**src/rtl/load_store_unit.sv**
```systemverilog
// Load/store initiator for the byte-addressable data bus: aligns requests to words,
// splits word-crossing accesses into two beats and returns one extended response.
module load_store_unit #(
  parameter int ADDR_W           = 32,
  parameter bit ALLOW_MISALIGNED = 1'b1
) (
  input  logic              i_clk,
  input  logic              i_rst_n,
  input  logic              i_req_valid,
  output logic              o_req_ready,
  input  logic              i_req_we,
  input  logic [2:0]        i_req_funct3,
  input  logic [ADDR_W-1:0] i_req_addr,
  input  logic [31:0]       i_req_wdata,
  output logic              o_resp_valid,
  output logic [31:0]       o_resp_rdata,
  output logic              o_resp_err,
  output logic              o_mem_req,
  input  logic              i_mem_gnt,
  output logic              o_mem_we,
  output logic [ADDR_W-1:0] o_mem_addr,
  output logic [3:0]        o_mem_be,
  output logic [31:0]       o_mem_wdata,
  input  logic              i_mem_rvalid,
  input  logic [31:0]       i_mem_rdata
);

  typedef enum logic [2:0] {
    S_IDLE, S_BEAT0, S_WAIT0, S_BEAT1, S_WAIT1, S_RESP
  } state_t;

  state_t      r_state;
  logic        r_we;
  logic        r_split;
  logic [2:0]  r_f3;
  logic [1:0]  r_off;
  logic [3:0]  r_be_hi;
  logic [31:0] r_wd_hi;
  logic [31:0] r_rd_lo;

  logic        w_size_b;
  logic        w_size_h;
  logic        w_misal;
  logic [1:0]  w_off;
  logic [3:0]  w_mask;
  logic [7:0]  w_be8;
  logic [63:0] w_wd64;
  logic [63:0] w_rd64;
  logic [31:0] w_rd32;
  logic [31:0] w_ld_data;

  // bu/hu encodings only mean a narrow access for loads; for stores they fall back to a word
  assign w_size_b = (i_req_funct3 == 3'd0) || (!i_req_we && i_req_funct3 == 3'd4);
  assign w_size_h = (i_req_funct3 == 3'd1) || (!i_req_we && i_req_funct3 == 3'd5);
  assign w_off    = i_req_addr[1:0];
  assign w_mask   = w_size_b ? 4'b0001 : (w_size_h ? 4'b0011 : 4'b1111);
  assign w_misal  = w_size_h ? w_off[0] : (!w_size_b && (w_off != 2'd0));

  // Low half feeds the first beat, high half is held for the second beat
  assign w_be8  = {4'b0000, w_mask} << w_off;
  assign w_wd64 = {32'h0, i_req_wdata} << {w_off, 3'b000};

  assign w_rd64 = (r_state == S_WAIT1) ? {i_mem_rdata, r_rd_lo} : {32'h0, i_mem_rdata};
  assign w_rd32 = w_rd64[{1'b0, r_off, 3'b000} +: 32];

  always_comb begin
    w_ld_data = w_rd32;
    case (r_f3)
      3'd0:    w_ld_data = {{24{w_rd32[7]}}, w_rd32[7:0]};
      3'd1:    w_ld_data = {{16{w_rd32[15]}}, w_rd32[15:0]};
      3'd4:    w_ld_data = {24'h0, w_rd32[7:0]};
      3'd5:    w_ld_data = {16'h0, w_rd32[15:0]};
      default: w_ld_data = w_rd32;
    endcase
  end

  always_ff @(posedge i_clk or negedge i_rst_n) begin
    if (!i_rst_n) begin
      r_state      <= S_IDLE;
      r_we         <= 1'b0;
      r_split      <= 1'b0;
      r_f3         <= 3'd0;
      r_off        <= 2'd0;
      r_be_hi      <= 4'd0;
      r_wd_hi      <= 32'h0;
      r_rd_lo      <= 32'h0;
      o_req_ready  <= 1'b1;
      o_resp_valid <= 1'b0;
      o_resp_rdata <= 32'h0;
      o_resp_err   <= 1'b0;
      o_mem_req    <= 1'b0;
      o_mem_we     <= 1'b0;
      o_mem_addr   <= '0;
      o_mem_be     <= 4'd0;
      o_mem_wdata  <= 32'h0;
    end else begin
      o_resp_valid <= 1'b0;
      case (r_state)
        S_IDLE: begin
          if (i_req_valid) begin
            o_req_ready <= 1'b0;
            r_we        <= i_req_we;
            r_f3        <= i_req_funct3;
            r_off       <= w_off;
            r_split     <= (w_be8[7:4] != 4'd0);
            r_be_hi     <= w_be8[7:4];
            r_wd_hi     <= w_wd64[63:32];
            if (w_misal && !ALLOW_MISALIGNED) begin
              r_state      <= S_RESP;
              o_resp_valid <= 1'b1;
              o_resp_err   <= 1'b1;
              o_resp_rdata <= 32'h0;
            end else begin
              r_state     <= S_BEAT0;
              o_mem_req   <= 1'b1;
              o_mem_we    <= i_req_we;
              o_mem_addr  <= {i_req_addr[ADDR_W-1:2], 2'b00};
              o_mem_be    <= w_be8[3:0];
              o_mem_wdata <= w_wd64[31:0];
            end
          end
        end
        S_BEAT0: begin
          if (i_mem_gnt) begin
            if (!r_we) begin
              o_mem_req <= 1'b0;
              r_state   <= S_WAIT0;
            end else if (r_split) begin
              o_mem_addr  <= o_mem_addr + ADDR_W'(4);
              o_mem_be    <= r_be_hi;
              o_mem_wdata <= r_wd_hi;
              r_state     <= S_BEAT1;
            end else begin
              o_mem_req    <= 1'b0;
              o_resp_valid <= 1'b1;
              o_resp_rdata <= 32'h0;
              r_state      <= S_RESP;
            end
          end
        end
        S_WAIT0: begin
          if (i_mem_rvalid) begin
            if (r_split) begin
              r_rd_lo     <= i_mem_rdata;
              o_mem_req   <= 1'b1;
              o_mem_addr  <= o_mem_addr + ADDR_W'(4);
              o_mem_be    <= r_be_hi;
              o_mem_wdata <= r_wd_hi;
              r_state     <= S_BEAT1;
            end else begin
              o_resp_valid <= 1'b1;
              o_resp_rdata <= w_ld_data;
              r_state      <= S_RESP;
            end
          end
        end
        S_BEAT1: begin
          if (i_mem_gnt) begin
            o_mem_req <= 1'b0;
            if (!r_we) begin
              r_state <= S_WAIT1;
            end else begin
              o_resp_valid <= 1'b1;
              o_resp_rdata <= 32'h0;
              r_state      <= S_RESP;
            end
          end
        end
        S_WAIT1: begin
          if (i_mem_rvalid) begin
            o_resp_valid <= 1'b1;
            o_resp_rdata <= w_ld_data;
            r_state      <= S_RESP;
          end
        end
        S_RESP: begin
          o_resp_err   <= 1'b0;
          o_resp_rdata <= 32'h0;
          o_req_ready  <= 1'b1;
          r_state      <= S_IDLE;
        end
        default: r_state <= S_IDLE;
      endcase
    end
  end

endmodule

```
**config.mk**
```make
export PLATFORM = sky130hd
export DESIGN_NAME = load_store_unit
export DESIGN_NICKNAME = d
export VERILOG_FILES = /design/src/rtl/load_store_unit.sv
export SDC_FILE = /design/constraint.sdc
export NUM_CORES = 1
export LEC_CHECK = 0
export ABC_AREA = 0
export BUFFER_PORTS_ARGS = -buffer_cell sky130_fd_sc_hd__buf_2
export CAP_MARGIN = 20
export CORE_MARGIN = 2
export CORE_UTILIZATION = 54
export DETAILED_ROUTE_END_ITERATION = 7
export GPL_ROUTABILITY_DRIVEN = 0
export PLACE_DENSITY = 0.76
export SETUP_SLACK_MARGIN = 0.2
export SLEW_MARGIN = 20
export SYNTH_ARGS = -nofsm -noshare
export SYNTH_HDL_FRONTEND = slang
export SYNTH_SLANG_ARGS = --single-unit
export TNS_END_PERCENT = 1
```
**constraint.sdc**
```tcl
create_clock -name i_clk -period 2.9 [get_ports i_clk]
set_clock_uncertainty 0.2 [all_clocks]
set_input_delay 0.29 -clock i_clk [delete_from_list [all_inputs] [get_ports i_clk]]
set_output_delay 0.29 -clock i_clk [all_outputs]
set_load 0.005 [all_outputs]
```
# --- Word level (Yosys, flattened, before mapping) ---
# Index checks and enable logic that the tools add are counted.
classes:
  reduce_logical: 20
  shifts: 3
  n_mux: 58
  n_eq_ne: 22
  addsub: 1
ops:
  columns: ["operator", "n"]
  rows:
  - ["32-bit two-way mux", 18]
  - ["32-bit case mux with 3 select lines", 2]
  - ["32-bit case mux with 5 select lines", 1]
  - ["32-bit case mux with 4 select lines", 1]
  - ["64-bit two-way mux", 1]
  - ["64-bit by 6-bit indexed part select with 32-bit output", 1]
  - ["32-bit by 5-bit << shifter with 64-bit output", 1]
  - ["32-bit by 3-bit adder with 32-bit output (second input constant)", 1]
  - ["4-bit two-way mux", 7]
  - ["3-bit two-way mux", 7]
  - ["2-bit != test (second input constant)", 10]
  - ["3-bit == test (second input constant)", 6]
  - ["1-bit two-way mux", 16]
  - ["3-bit case mux with 5 select lines", 1]
  - ["4-bit case mux with 3 select lines", 1]
  - ["5-bit AND reduction", 2]
  - ["3-bit by 1-bit == test with 1-bit output (second input constant)", 3]
  - ["3-bit zero test", 3]
  - ["9-bit AND reduction", 1]
  - ["1-bit case mux with 4 select lines", 2]
  - ["4-bit nonzero test", 2]
  - ["4-bit by 2-bit << shifter with 8-bit output", 1]
  - ["7-bit AND reduction", 1]
  - ["3-bit by 2-bit == test with 1-bit output (second input constant)", 2]
  - ["10 further kinds", 13]
word_totals:
  word_cells: 119
  input_bits: 105
  out_inout_bits: 105
  register_bits: 181

# --- Logic depth before layout (Yosys ltp) ---
# Gate-level depths: netlist of run 1.
depth:
  word_depth: 8
  depth_mapped: 8
  depth_no_buf: 6

# --- Least setup slack after synthesis of run 1 ---
# No wires, ideal clock.
synth_timing:
  path_type: "register to register"
  from: "reg r_state[1]"
  to: "reg o_resp_rdata[14]"
  required_time_ps: 2570
  setup_ps: 130
  slack_ps: 696
  period_less_slack_ps: 2204
  arrival_ps: 1875
  stages_incl_launch_ff: 8
  path_cell_list: "dfrtp_1 > buf_2 > nor3b_4 > buf_6 > mux4_2 > and3b_4 > a221oi_1 > o2bb2ai_1"
synth_between:
  elab_chain_cells: 7
  elab_cells_between_ends: 22
  cone_classes: "13 x eq/ne; 1 x shift; 6 x mux; 2 x reduce/logical"
synth_rtl:
  columns: ["item", "line_no", "source"]
  rows:
  - ["start, declared", "32", "state_t r_state;"]
  - ["start signal, assigned", "79", "r_state <= S_IDLE;"]
  - ["start signal, assigned", "109", "r_state <= S_RESP;"]
  - ["start signal, assigned", "114", "r_state <= S_BEAT0;"]
  - ["3-bit == test", "63, 98", null]
  - ["64-bit two-way mux", "63", "assign w_rd64 = (r_state == S_WAIT1) ? {i_mem_rdata, r_rd_lo} : {32'h0, i_mem_rdata};"]
  - ["64-bit by 6-bit indexed part select with 32-bit output", "64", "assign w_rd32 = w_rd64[{1'b0, r_off, 3'b000} +: 32];"]
  - ["32-bit case mux with 4 select lines", "68", "case (r_f3)"]
  - ["32-bit two-way mux", "143", "if (r_split) begin"]
  - ["32-bit two-way mux", "142", "if (i_mem_rvalid) begin"]
  - ["32-bit case mux with 5 select lines", "98", "case (r_state)"]
  - ["end signal, assigned", "152", "o_resp_rdata <= w_ld_data;"]
  - ["end signal, assigned", "172", "o_resp_rdata <= w_ld_data;"]
  - ["end, declared", "16", "output logic [31:0] o_resp_rdata,"]
# Parallel ways exist; a longest one is shown, timed or not. The select of a mux whose other input is x is not followed.
# A chain may end at the register's enable or synchronous reset.

# --- Final worst setup path of run 1 ---
layout_timing:
  from: "reg r_state[1]"
  to: "reg o_mem_addr[24]"
layout_between:
  elab_chain_cells: 3
  elab_cells_between_ends: 10
  cone_classes: "6 x eq/ne; 1 x mux; 3 x reduce/logical"
layout_rtl:
  columns: ["item", "line_no", "source"]
  rows:
  - ["3-bit by 1-bit == test with 1-bit output (tied with other cells)", "98", null]
  - ["2-bit != test (no source line) / 3-bit nonzero test (equally long branches)", null, null]
  - ["5-bit AND reduction (no source line)", null, null]
  - ["end signal, assigned", "117", "o_mem_addr <= {i_req_addr[ADDR_W-1:2], 2'b00};"]
  - ["end signal, assigned", "129", "o_mem_addr <= o_mem_addr + ADDR_W'(4);"]
  - ["end signal, assigned", "146", "o_mem_addr <= o_mem_addr + ADDR_W'(4);"]
  - ["end, declared", "21", "output logic [ADDR_W-1:0] o_mem_addr,"]
# Parallel ways exist; a longest one is shown, timed or not.

==> summary.md, run 1 <==
| Metric | Value |
|---|---|
| Initial antenna violation count | `1` |
| Via count | `9086` |
| DIE HEIGHT | `138.1 um` |
| Share of the synthesized area in the top cell type | `43.58%` |
| Htree depth | `4` |
| CTS Buffer Depth | `2` |
| Effective utilization at floorplan | `54.58%` |
| Wire per inst | `19.37 um` |
| Sequential share of the synthesized area | `43.85%` |
| Largest net degree at the start of global routing | `74` |
| Status | `complete, no violations` |
| Internal reg-to-reg setup slack | `0.25 ns` |
| DRT iter0 DRCs | `747` |
| Cells after Synth | `970` |
| CTS tree | `done` |
| Final slew viol count | `0` |
| Ys Warns | `0` |
| Layout area overhead | `26.34%` |
| HPWL Detailed | `19.18 mm` |
| Die Width | `138.1 um` |
| Final setup TNS | `0 ns` |
| Fmax | `377.1 MHz` |
| Cts repair resizes | `0` |
| Critical Path RT | `3.02 ns` |
| IO Count | `210` |
| Crit. End Element | `flip-flop` |
| Hold slack | `0.008446 ns` |
| Minimum clock period | `2.652 ns` |
| Startpoint types | `flip-flop` |
| Total Routing Usage GR | `29.13%` |
| Vias in the first global route | `8524` |
| Num CTS Buffers | `17` |
| 1st-pass router iterations | `5` |
| Input/output buffers | `206` |
| Fin. Hold Viols | `0` |
| Post-synth EDFFs | `0` |
| #FFs+latches synth | `170` |
| Main flop type after synthesis | `dfrtp_1` |
| Clk root buf | `clkbuf_16` |
| Netlist cell types | `77` |
| Worst R2R End | `o_mem_addr[24]` |
| GR Overflow Total | `0` |
| Relative slew margins | `42.62%` |
| Core region area | `17780 sq um` |
| Pwr/cell area | `1117 nW/um^2` |
| Clock sinks | `170` |
| Hold Startpoint | `i_req_addr[15]` |
| Util after Layout | `68.96%` |
| First-pass GRT wire length | `45.02 mm` |
| Worst r2r src | `r_state[1]` |
| Share of async-settable or async-resettable flops after synthesis | `100.0%` |
| Crit path arrival time | `2.77 ns` |
| Post-Syn Area | `9704 sq um` |
| Crit Path Class | `flip-flop to flip-flop` |
| Layout cell share with drive strength beyond 1 | `30.30%` |
| Reg clk slew, reported paths | `0.07 ns` |
| Actual slew at the worst max-slew pin | `0.8597 ns` |
| Hold/Removal Path Class | `input pin to flip-flop` |
| Row cnt | `49` |
| Vias per std cell | `6.219` |
| Leakage power | `0.005561 uW` |
| DRC viols | `0` |
| CP Max Fanout | `26` |
| Post-route ant nets | `0` |
| Post-synth top area cell | `dfrtp_1` |
| RSZ-0062 raised after global routing | `yes` |
| Max_cap viols | `0` |
| Final wirelength | `28.30 mm` |
| Syn_area_per_cell | `10.00 sq um` |
| Die area | `19060 sq um` |
| Peak supply drop | `0.8322 mV` |
| Clk_lat worst skew | `0.43 ns` |
| Nets@finish | `1324` |
| Hold EP | `o_mem_addr[15]` |
| Synth top area cells | `dfrtp_1 (44%), mux2_2 (6.8%), mux2i_1 (6.0%), nand2_1 (5.3%), mux4_2 (4.6%)` |
| Tcrit/Tclk final | `91.45%` |
| # setup viols final | `0` |
| Hold Path Stages | `3` |
| Reg2Reg Depth | `5` |
-- layout make-up --
class	count	area (sq um)
well taps	229	286.5
clock inverters	12	137.6
inverters	12	45.04
flip-flops and latches	170	4257
repair buffers	310	2041
diodes	1	2.502
clock buffers	20	466.7
multi-input cells	707	5025
fillers	1389	5519
-- state kept, by name, indices dropped and copies added, names as in the netlist --
signal        flops
o_mem_addr       30
r_we              1
o_resp_rdata     32
r_state           3
r_f3              3
o_mem_req         1
r_wd_hi          24
r_be_hi           3
r_rd_lo          32
r_off             2
o_req_ready       1
o_mem_be          4
o_resp_valid      1
o_mem_wdata      32
r_split           1
-- metrics by stage --
step / setup WS (ns) / total power, uW / instances / instance area [sq um]
after global routing: 0.09975 / 14590 / 1460 / 12260
after global placement: 0.4013 / 10940 / 1357 / 10950
after detailed placement: 0.3270 / 11140 / 1357 / 10950
final: 0.2478 / 13700 / 1461 / 12260
after CTS: 0.3132 / 13590 / 1457 / 12230
after floorplan: 0.6957 / 8929 / 972 / 9712
-- placed cells by master (no fill, tap or decap), types with 4 or more instances in the layout --
cell type / instances
o211ai_1: 8
clkbuf_16: 17
buf_12: 4
mux4_2: 20
mux2_2: 59
inv_1: 12
and3_1: 5
o21ai_0: 85
nand4_1: 8
a2bb2oi_1: 7
o31ai_1: 8
o2bb2ai_1: 20
dlygate4sd3_1: 69
mux2i_1: 58
nand3_1: 19
dfrtp_1: 168
nor2b_1: 5
o2111ai_1: 8
a22o_1: 8
nand2_1: 135
buf_4: 31
a221o_1: 9
nand2b_1: 8
a22oi_1: 9
o311a_1: 5
nor2_1: 51
buf_2: 205
a31oi_1: 8
nor3_1: 20
a221oi_1: 20
a211oi_1: 5
o22ai_1: 9
o21a_1: 8
o31a_1: 5
a21oi_1: 40
-- kinds of logic after synthesis --
| logic type | after synthesis | share of synthesized area, % |
|---|---|---|
| AOI/OAI and AO/OA | 287 | 20.47 |
| and+or+nand+nor | 274 | 12.91 |
| DFF | 170 | 43.85 |
| muxes | 139 | 17.74 |
| buffers and inverters | 95 | 4.577 |
| adders and majority gates | 2 | 0.2321 |
| xor gates and xnor gates | 2 | 0.1805 |
| other | 1 | 0.03864 |
-- worst max path at each step --
stage / from / to / slack [ns] / depth (start not counted)
2_1_floorplan: r_state[1] / o_resp_rdata[14] / 0.70 / 7
3_3_place_gp: r_state[1] / o_resp_rdata[27] / 0.40 / 6
3_5_place_dp: r_state[1] / o_resp_rdata[28] / 0.33 / 6
4_1_cts: r_state[1] / o_mem_addr[24] / 0.31 / 5
5_1_grt: r_state[1] / o_mem_addr[23] / 0.1 / 6
6_report: r_state[1] / o_mem_addr[24] / 0.25 / 5
-- routing by layer --
layer  wire [um]  global-route usage (%)
met5           0                       0
met4         687                   9.184
met3        2439                   6.789
met2       13080                   44.74
met1       12090                   41.40
-- synthesized netlist by cell type (9+ instances only) --
| cell | instances |
|---|---|
| o22ai_1 | 9 |
| nor2_1 | 51 |
| nand2_1 | 136 |
| inv_1 | 12 |
| o21ai_0 | 85 |
| a21oi_1 | 40 |
| mux2i_1 | 58 |
| mux4_2 | 20 |
| a221o_1 | 9 |
| buf_2 | 21 |
| nand3_1 | 20 |
| buf_1 | 15 |
| nand2b_1 | 9 |
| mux2_2 | 59 |
| dfrtp_1 | 169 |
| clkbuf_1 | 35 |
| nor3_1 | 20 |
| o2bb2ai_1 | 20 |
| a22oi_1 | 9 |
| a221oi_1 | 20 |
-- worst max-delay path, cell delays in order (launching register included) --
cell	delay (ns)
dfrtp_1	0.67
nor3_1	0.13
a211oi_1	0.45
and2_2	0.59
o21ai_0	0.22
a22o_1	0.28
-- power breakdown --
group | internal [uW] | switching [uW]
Clock | 1350 | 994
Sequential | 3480 | 984
Combinational | 3020 | 3870
-- timing repair --
action / CTS / global route
hold endpoints to repair: 128 / 1
hold buffers: 68 / 1
setup endpoints to repair: 0 / 17
buffers inserted: 0 / 2
(Power assumes the default switching activity.)
==> run 2, diff against run 1 <==
--- a/config.mk
+++ b/config.mk
@@ -5,7 +5,7 @@
 export SDC_FILE = /design/constraint.sdc
 export NUM_CORES = 1
 export LEC_CHECK = 0
-export ABC_AREA = 0
+export ABC_AREA = 1
 export BUFFER_PORTS_ARGS = -buffer_cell sky130_fd_sc_hd__buf_2
 export CAP_MARGIN = 20
 export CORE_MARGIN = 2
==> summary.md, run 2 <==
| Metric | Value |
|---|---|
| Num CTS Buffers | `17 (unchanged)` |
| Via count | `10840 (was 9086)` |
| Worst setup path startpoint | `r_state[2] (was r_state[1])` |
| Die area | `19910 sq um (was 19060 sq um)` |
| Post-Syn Area | `10150 sq um (was 9704 sq um)` |
| Synth top cells by count | `nand2_1 (510), dfrtp_1 (169), inv_1 (126) (was dfrtp_1 (169), nand2_1 (136), o21ai_0 (85))` |
| CTS Buffer Depth | `2 (unchanged)` |
| Htree depth | `4 (unchanged)` |
| DIE HEIGHT | `141.1 um (was 138.1 um)` |
| Most frequent cells in the layout | `nand2_1 (510), buf_2 (205), dfrtp_1 (168) (was buf_2 (205), dfrtp_1 (168), nand2_1 (135))` |
| DP Cell Count | `1823 (was 1357)` |
| Core region area | `18580 sq um (was 17780 sq um)` |
| CP max stage delay | `0.58 ns (was 0.67 ns)` |
| Status | `complete, no violations (unchanged)` |
| Util after Layout | `67.71% (was 68.96%)` |
| Post-synth top area cell | `dfrtp_1 (unchanged)` |
| Most common cell in the netlist | `nand2_1 (was dfrtp_1)` |
| Worst r2r src | `r_state[2] (was r_state[1])` |
| Nets@finish | `1787 (was 1324)` |
| Total Routing Usage GR | `31.43% (was 29.13%)` |
| CP Max Fanout | `36 (was 26)` |
| DRT iter0 DRCs | `1007 (was 747)` |
| IO Count | `210 (unchanged)` |
| Main flop type after synthesis | `dfrtp_1 (unchanged)` |
| Share of the synthesized area in the top cell type | `41.67% (was 43.58%)` |
| Minimum clock period | `2.436 ns (was 2.652 ns)` |
| Largest net degree at the start of global routing | `66 (was 74)` |
| Clock sinks | `170 (unchanged)` |
| Crit. End Element | `flip-flop (unchanged)` |
| Pwr/cell area | `1018 nW/um^2 (was 1117 nW/um^2)` |
| CP Cell Sequence | `inv_2 > nand2_1 > a21oi_1 > o21ai_1 > nor2_4 > inv_2 > buf_4 > nor2_1 > nand2_1 > o21ai_1 (was nor3_1 > a211oi_1 > and2_2 > o21ai_0 > a22o_1)` |
| Final setup TNS | `0 ns (unchanged)` |
| Top Registers | `o_mem_wdata: 32 flops, o_resp_rdata: 32 flops, r_rd_lo: 32 flops (unchanged)` |
| Actual slew at the worst max-slew pin | `0.7774 ns (was 0.8597 ns)` |
| Layout cell share with drive strength beyond 1 | `18.30% (was 30.30%)` |
| Ant diodes | `0 (was 1)` |
| Die Width | `141.1 um (was 138.1 um)` |
| CTS tree | `done (unchanged)` |
| Vias per std cell | `5.621 (was 6.219)` |
| Hold slack | `0.01679 ns (was 0.008446 ns)` |
| Share of async-settable or async-resettable flops after synthesis | `100.0% (unchanged)` |
| Ys Warns | `0 (unchanged)` |
| DRC viols | `0 (unchanged)` |
| Synth top area cells | `dfrtp_1 (42%), nand2_1 (19%), nand3_1 (6.1%), o21ai_0 (5.2%), inv_1 (4.7%) (was dfrtp_1 (44%), mux2_2 (6.8%), mux2i_1 (6.0%), nand2_1 (5.3%), mux4_2 (4.6%))` |
| Hold Startpoint | `i_req_addr[15] (unchanged)` |
| Layout Cells excl Fill | `1928 (was 1461)` |
| Syn_area_per_cell | `7.038 sq um (was 10.00 sq um)` |
| # setup viols final | `0 (unchanged)` |
| Initial antenna violation count | `0 (was 1)` |
| Fin. Hold Viols | `0 (unchanged)` |
| Row cnt | `50 (was 49)` |
| Crit path arrival time | `2.60 ns (was 2.77 ns)` |
| Wire per inst | `16.08 um (was 19.37 um)` |
| #FFs+latches synth | `170 (unchanged)` |
| Cells after Synth | `1442 (was 970)` |
| Final slew viol count | `0 (unchanged)` |
| Sequential share of the synthesized area | `41.93% (was 43.85%)` |
| Effective utilization at floorplan | `54.62% (was 54.58%)` |
| Input/output buffers | `206 (unchanged)` |
| Tcrit/Tclk final | `84.01% (was 91.45%)` |
| First-pass GRT wire length | `50.16 mm (was 45.02 mm)` |
| Critical Path RT | `3.06 ns (was 3.02 ns)` |
| Hold/Removal Path Class | `input pin to flip-flop (unchanged)` |
| Reg clk slew, reported paths | `0.08 ns (was 0.07 ns)` |
| RSZ-0062 raised after global routing | `no (was yes)` |
| Clk_lat worst skew | `0.44 ns (was 0.43 ns)` |
| Vias in the first global route | `10180 (was 8524)` |
| Crit Path Class | `flip-flop to flip-flop (unchanged)` |
| Relative slew margins | `48.12% (was 42.62%)` |
| Max_cap viols | `0 (unchanged)` |
| GR Overflow Total | `0 (unchanged)` |
| Final wirelength | `31.00 mm (was 28.30 mm)` |
| Clk root buf | `clkbuf_16 (unchanged)` |
| Startpoint types | `flip-flop (unchanged)` |
| Fmax | `410.5 MHz (was 377.1 MHz)` |
| Post-route ant nets | `0 (unchanged)` |
| 1st-pass router iterations | `8 (was 5)` |
| Leakage power | `0.006629 uW (was 0.005561 uW)` |
| Most common cell after layout, fill and taps aside | `nand2_1 (was buf_2)` |
| Layout area overhead | `23.97% (was 26.34%)` |
| Post-synth EDFFs | `0 (unchanged)` |
| HPWL Detailed | `21.26 mm (was 19.18 mm)` |
| Slowest-stage cell, CP | `dfrtp_1 (unchanged)` |
| Peak supply drop | `0.5692 mV (was 0.8322 mV)` |
| Netlist cell types | `41 (was 77)` |
==> run 2: metal layers <==
layer  vias up  routed length, um  track usage (%)
met3        94               2281            4.721
met4         0               1266            14.89
li1       5175                  -                -
met1      5024              12960            41.87
met2       545              14490            50.66
met5         -                  0                0
==> run 2: layout make-up <==
type	instances	area, sq um
fillers	1620	6000
multi-input cells	1055	4964
flip-flops and latches	170	4257
repair buffers	302	1994
inverters	135	506.7
clock buffers	17	425.4
well taps	234	292.8
clock inverters	15	141.4
==> run 2: cells by family after synthesis <==
kind of cell,Yosys count,share of synthesized area (%)
buffers and inverters,219,9.234
and+or+nand+nor,764,32.12
xor gates and xnor gates,3,0.2590
adders and majority gates,1,0.1233
muxes,18,1.812
AOI/OAI and AO/OA,266,14.49
DFF,170,41.93
other,1,0.03695
==> run 2: worst paths after layout <==
check	cells after the start	slack (ns)	to
setup / recovery	10	0.46	o_mem_addr[30]
hold reg to reg	2	0.28	o_resp_rdata[7]
max in group asynchronous	3	1.54	o_mem_addr[23]
min in group asynchronous	2	0.22	r_rd_lo[13]
setup reg to reg	10	0.46	o_mem_addr[30]
hold / removal	5	0.02	o_mem_addr[15]
==> run 2: what timing repair did <==
| action | CTS | global route |
|---|---|---|
| hold buffers | 73 | 0 |
| gates resized for setup | 0 | 1 |
| endpoints found under the setup margin | 0 | 1 |
| hold endpoints to repair | 133 | 0 |
| buffers inserted | 0 | 0 |
==> run 2: report_power, final <==
group          internal [uW]  switching (uW)
Clock                   1150            1110
Combinational           2270            4070
Sequential              3400             806
==> run 2: critical path: cells and delay by family (launching register included) <==
family / cells / cell delay (ns)
compound gates: 3 / 0.38
buf+inv: 3 / 0.51
flops: 1 / 0.58
simple gates: 4 / 0.67
==> run 2: metrics by stage <==
stage	area, sq um	total power, uW	worst slack (ns)
floorplan	10160	8434	1.094
global placement	11280	10260	0.5680
detailed placement	11280	10400	0.4855
CTS	12580	12760	0.4582
global route	12580	13820	0.2349
finish	12580	12810	0.4638
==> run 3, diff against run 2 <==
--- a/config.mk
+++ b/config.mk
@@ -5,7 +5,7 @@
 export SDC_FILE = /design/constraint.sdc
 export NUM_CORES = 1
 export LEC_CHECK = 0
-export ABC_AREA = 1
+export ABC_AREA = 0
 export BUFFER_PORTS_ARGS = -buffer_cell sky130_fd_sc_hd__buf_2
 export CAP_MARGIN = 20
 export CORE_MARGIN = 2
==> constraint.sdc (replaced) <==
create_clock -name i_clk -period 2.31 [get_ports i_clk]
set_clock_uncertainty 0.2 [all_clocks]
set_input_delay 0.231 -clock i_clk [delete_from_list [all_inputs] [get_ports i_clk]]
set_output_delay 0.231 -clock i_clk [all_outputs]
set_load 0.005 [all_outputs]
==> summary.md, run 3 (same netlist as run 1, synthesis figures left out) <==
| Metric | Value |
|---|---|
| Clock sinks | `170 (unchanged)` |
| CP Cell Sequence | `nor3b_4 > buf_6 > mux4_2 > nand3b_1 > o31ai_2 > a22o_1 (was inv_2 > nand2_1 > a21oi_1 > o21ai_1 > nor2_4 > inv_2 > buf_4 > nor2_1 > nand2_1 > o21ai_1)` |
| Post-route cell area | `13140 sq um (was 12580 sq um)` |
| Largest net degree at the start of global routing | `60 (was 66)` |
| Final Power | `18510 uW (was 12810 uW)` |
| Via count | `9275 (was 10840)` |
| Critical Path RT | `2.43 ns (was 3.06 ns)` |
| Status | `complete, no violations (unchanged)` |
| IO Count | `210 (unchanged)` |
| # setup viols final | `0 (unchanged)` |
| Final slew viol count | `0 (unchanged)` |
| Crit. End Element | `flip-flop (unchanged)` |
| Hold/Removal Path Class | `input pin to flip-flop (unchanged)` |
| Nets@finish | `1396 (was 1787)` |
| Htree depth | `4 (unchanged)` |
| Fin. Hold Viols | `0 (unchanged)` |
| Tcrit/Tclk final | `98.99% (was 84.01%)` |
| Effective utilization at floorplan | `54.58% (was 54.62%)` |
| Reg clk slew, reported paths | `0.06 ns (was 0.08 ns)` |
| CTS Buffer Depth | `2 (unchanged)` |
| Relative slew margins | `49.21% (was 48.12%)` |
| Clk root buf | `clkbuf_16 (unchanged)` |
| Clk_lat worst skew | `0.43 ns (was 0.44 ns)` |
| Leakage power | `0.005991 uW (was 0.006629 uW)` |
| Row cnt | `49 (was 50)` |
| GR Overflow Total | `0 (unchanged)` |
| Total Routing Usage GR | `31.04% (was 31.43%)` |
| Pwr/cell area | `1409 nW/um^2 (was 1018 nW/um^2)` |
| Layout cell share with drive strength beyond 1 | `33.79% (was 18.30%)` |
| Max_cap viols | `0 (unchanged)` |
| Core region area | `17780 sq um (was 18580 sq um)` |
| Fmax | `437.3 MHz (was 410.5 MHz)` |
| 1st-pass router iterations | `5 (was 8)` |
| First-pass GRT wire length | `47.78 mm (was 50.16 mm)` |
| Wire per inst | `19.42 um (was 16.08 um)` |
| Input/output buffers | `206 (unchanged)` |
| Actual slew at the worst max-slew pin | `0.7590 ns (was 0.7774 ns)` |
| CTS tree | `done (unchanged)` |
| Most common cell after layout, fill and taps aside | `buf_2 (was nand2_1)` |
| Slowest-stage cell, CP | `mux4_2 (was dfrtp_1)` |
| Final wirelength | `29.73 mm (was 31.00 mm)` |
| Startpoint types | `flip-flop (unchanged)` |
| Vias in the first global route | `8977 (was 10180)` |
| CP max stage delay | `0.52 ns (was 0.58 ns)` |
| Die Width | `138.1 um (was 141.1 um)` |
| Ant diodes | `0 (unchanged)` |
| Placed cell area | `11360 sq um (was 11280 sq um)` |
| HPWL Detailed | `19.58 mm (was 21.26 mm)` |
| RSZ-0062 raised after global routing | `yes (was no)` |
| Post-route ant nets | `0 (unchanged)` |
| Num CTS Buffers | `17 (unchanged)` |
| Most frequent cells in the layout | `buf_2 (205), dfrtp_1 (167), nand2_1 (134) (was nand2_1 (510), buf_2 (205), dfrtp_1 (168))` |
| Initial antenna violation count | `0 (unchanged)` |
| DRC viols | `0 (unchanged)` |
| Top Registers | `o_mem_wdata: 32 flops, o_resp_rdata: 32 flops, r_rd_lo: 32 flops (unchanged)` |
| Layout area overhead | `35.38% (was 23.97%)` |
| Crit Path Class | `flip-flop to flip-flop (unchanged)` |
| Crit path arrival time | `2.41 ns (was 2.60 ns)` |
| DRT iter0 DRCs | `727 (was 1007)` |
| Vias per std cell | `6.058 (was 5.621)` |
| CP Max Fanout | `5 (was 36)` |
| Die area | `19060 sq um (was 19910 sq um)` |
| Peak supply drop | `1.009 mV (was 0.5692 mV)` |
| Minimum clock period | `2.287 ns (was 2.436 ns)` |
| DIE HEIGHT | `138.1 um (was 141.1 um)` |
-- run 3: path summary, 6_finish.rpt --
| check | startpoint | to | slack [ns] | cells after the start |
|---|---|---|---|---|
| min reg2reg | o_mem_wdata[26] | o_mem_wdata[26] | 0.26 | 2 |
| max | r_state[0] | o_resp_rdata[8] | 0.02 | 6 |
| max reg2reg | r_state[0] | o_resp_rdata[8] | 0.02 | 6 |
| max in group asynchronous | i_rst_n | r_state[0] | 1.11 | 3 |
| min in group asynchronous | i_rst_n | o_resp_rdata[2] | 0.11 | 2 |
| min | i_req_addr[1] | r_off[1] | 0.02 | 2 |
-- run 3: routing by layer --
layer,GRT usage [%],up-vias,share of wire [%]
met1,43.61,4485,43
met3,7.447,71,8.3
met2,47.13,460,46
li1,-,4259,-
met5,0,-,0
met4,11.92,0,3.0
-- run 3: cell type report --
type                            count  area, sq um
Tap cell                          229        286.5
Inverter                           12        45.04
Sequential cell                   170         4258
Timing Repair Buffer              382         2803
Clock buffer                       20        466.7
Fill cell                        1226         4642
Clock inverter                     11        121.4
Multi-Input combinational cell    707         5157
-- run 3: repair_timing --
item                                    in CTS  in global routing
cloned                                       2                  0
endpoints found under the hold margin      247                  0
pin swaps                                    4                  2
hold buffers                                95                  0
endpoints found under the setup margin     121                159
resized for setup                           17                 14
setup buffers                                8                  0
-- run 3: where the power goes --
group	leakage (uW)	internal, uW	switching (uW)	total (uW)
registers	0.00214	4380	1130	5520
clock network	0.000276	1670	1200	2860
logic	0.00358	4750	5390	10100
total	0.00599	10800	7710	18500
-- run 3: worst max-delay path, delay by kind of cell, from the launching register on --
family / cells / cell delay (ns)
AOI/OAI and AO/OA: 2 / 0.40
buffers and inverters: 1 / 0.15
DFF: 1 / 0.41
muxes: 1 / 0.52
and+or+nand+nor: 2 / 0.49
-- run 3: through the flow --
stage | TNS, ns | setup slack [ns] | instances | util [%] | hold WS (ns)
CTS | 0 | 0.09648 | 1531 | 73.58 | 0.005205
floorplan | 0 | 0.1426 | 972 | - | -0.2646
global route | -0.2721 | -0.03192 | 1531 | 73.89 | 0.03730
global placement | 0 | 0.003310 | 1395 | 63.88 | 0.004245
detailed placement | -0.1519 | -0.04591 | 1395 | 63.88 | 0.006115
finish | 0 | 0.02334 | 1531 | 73.89 | 0.01978
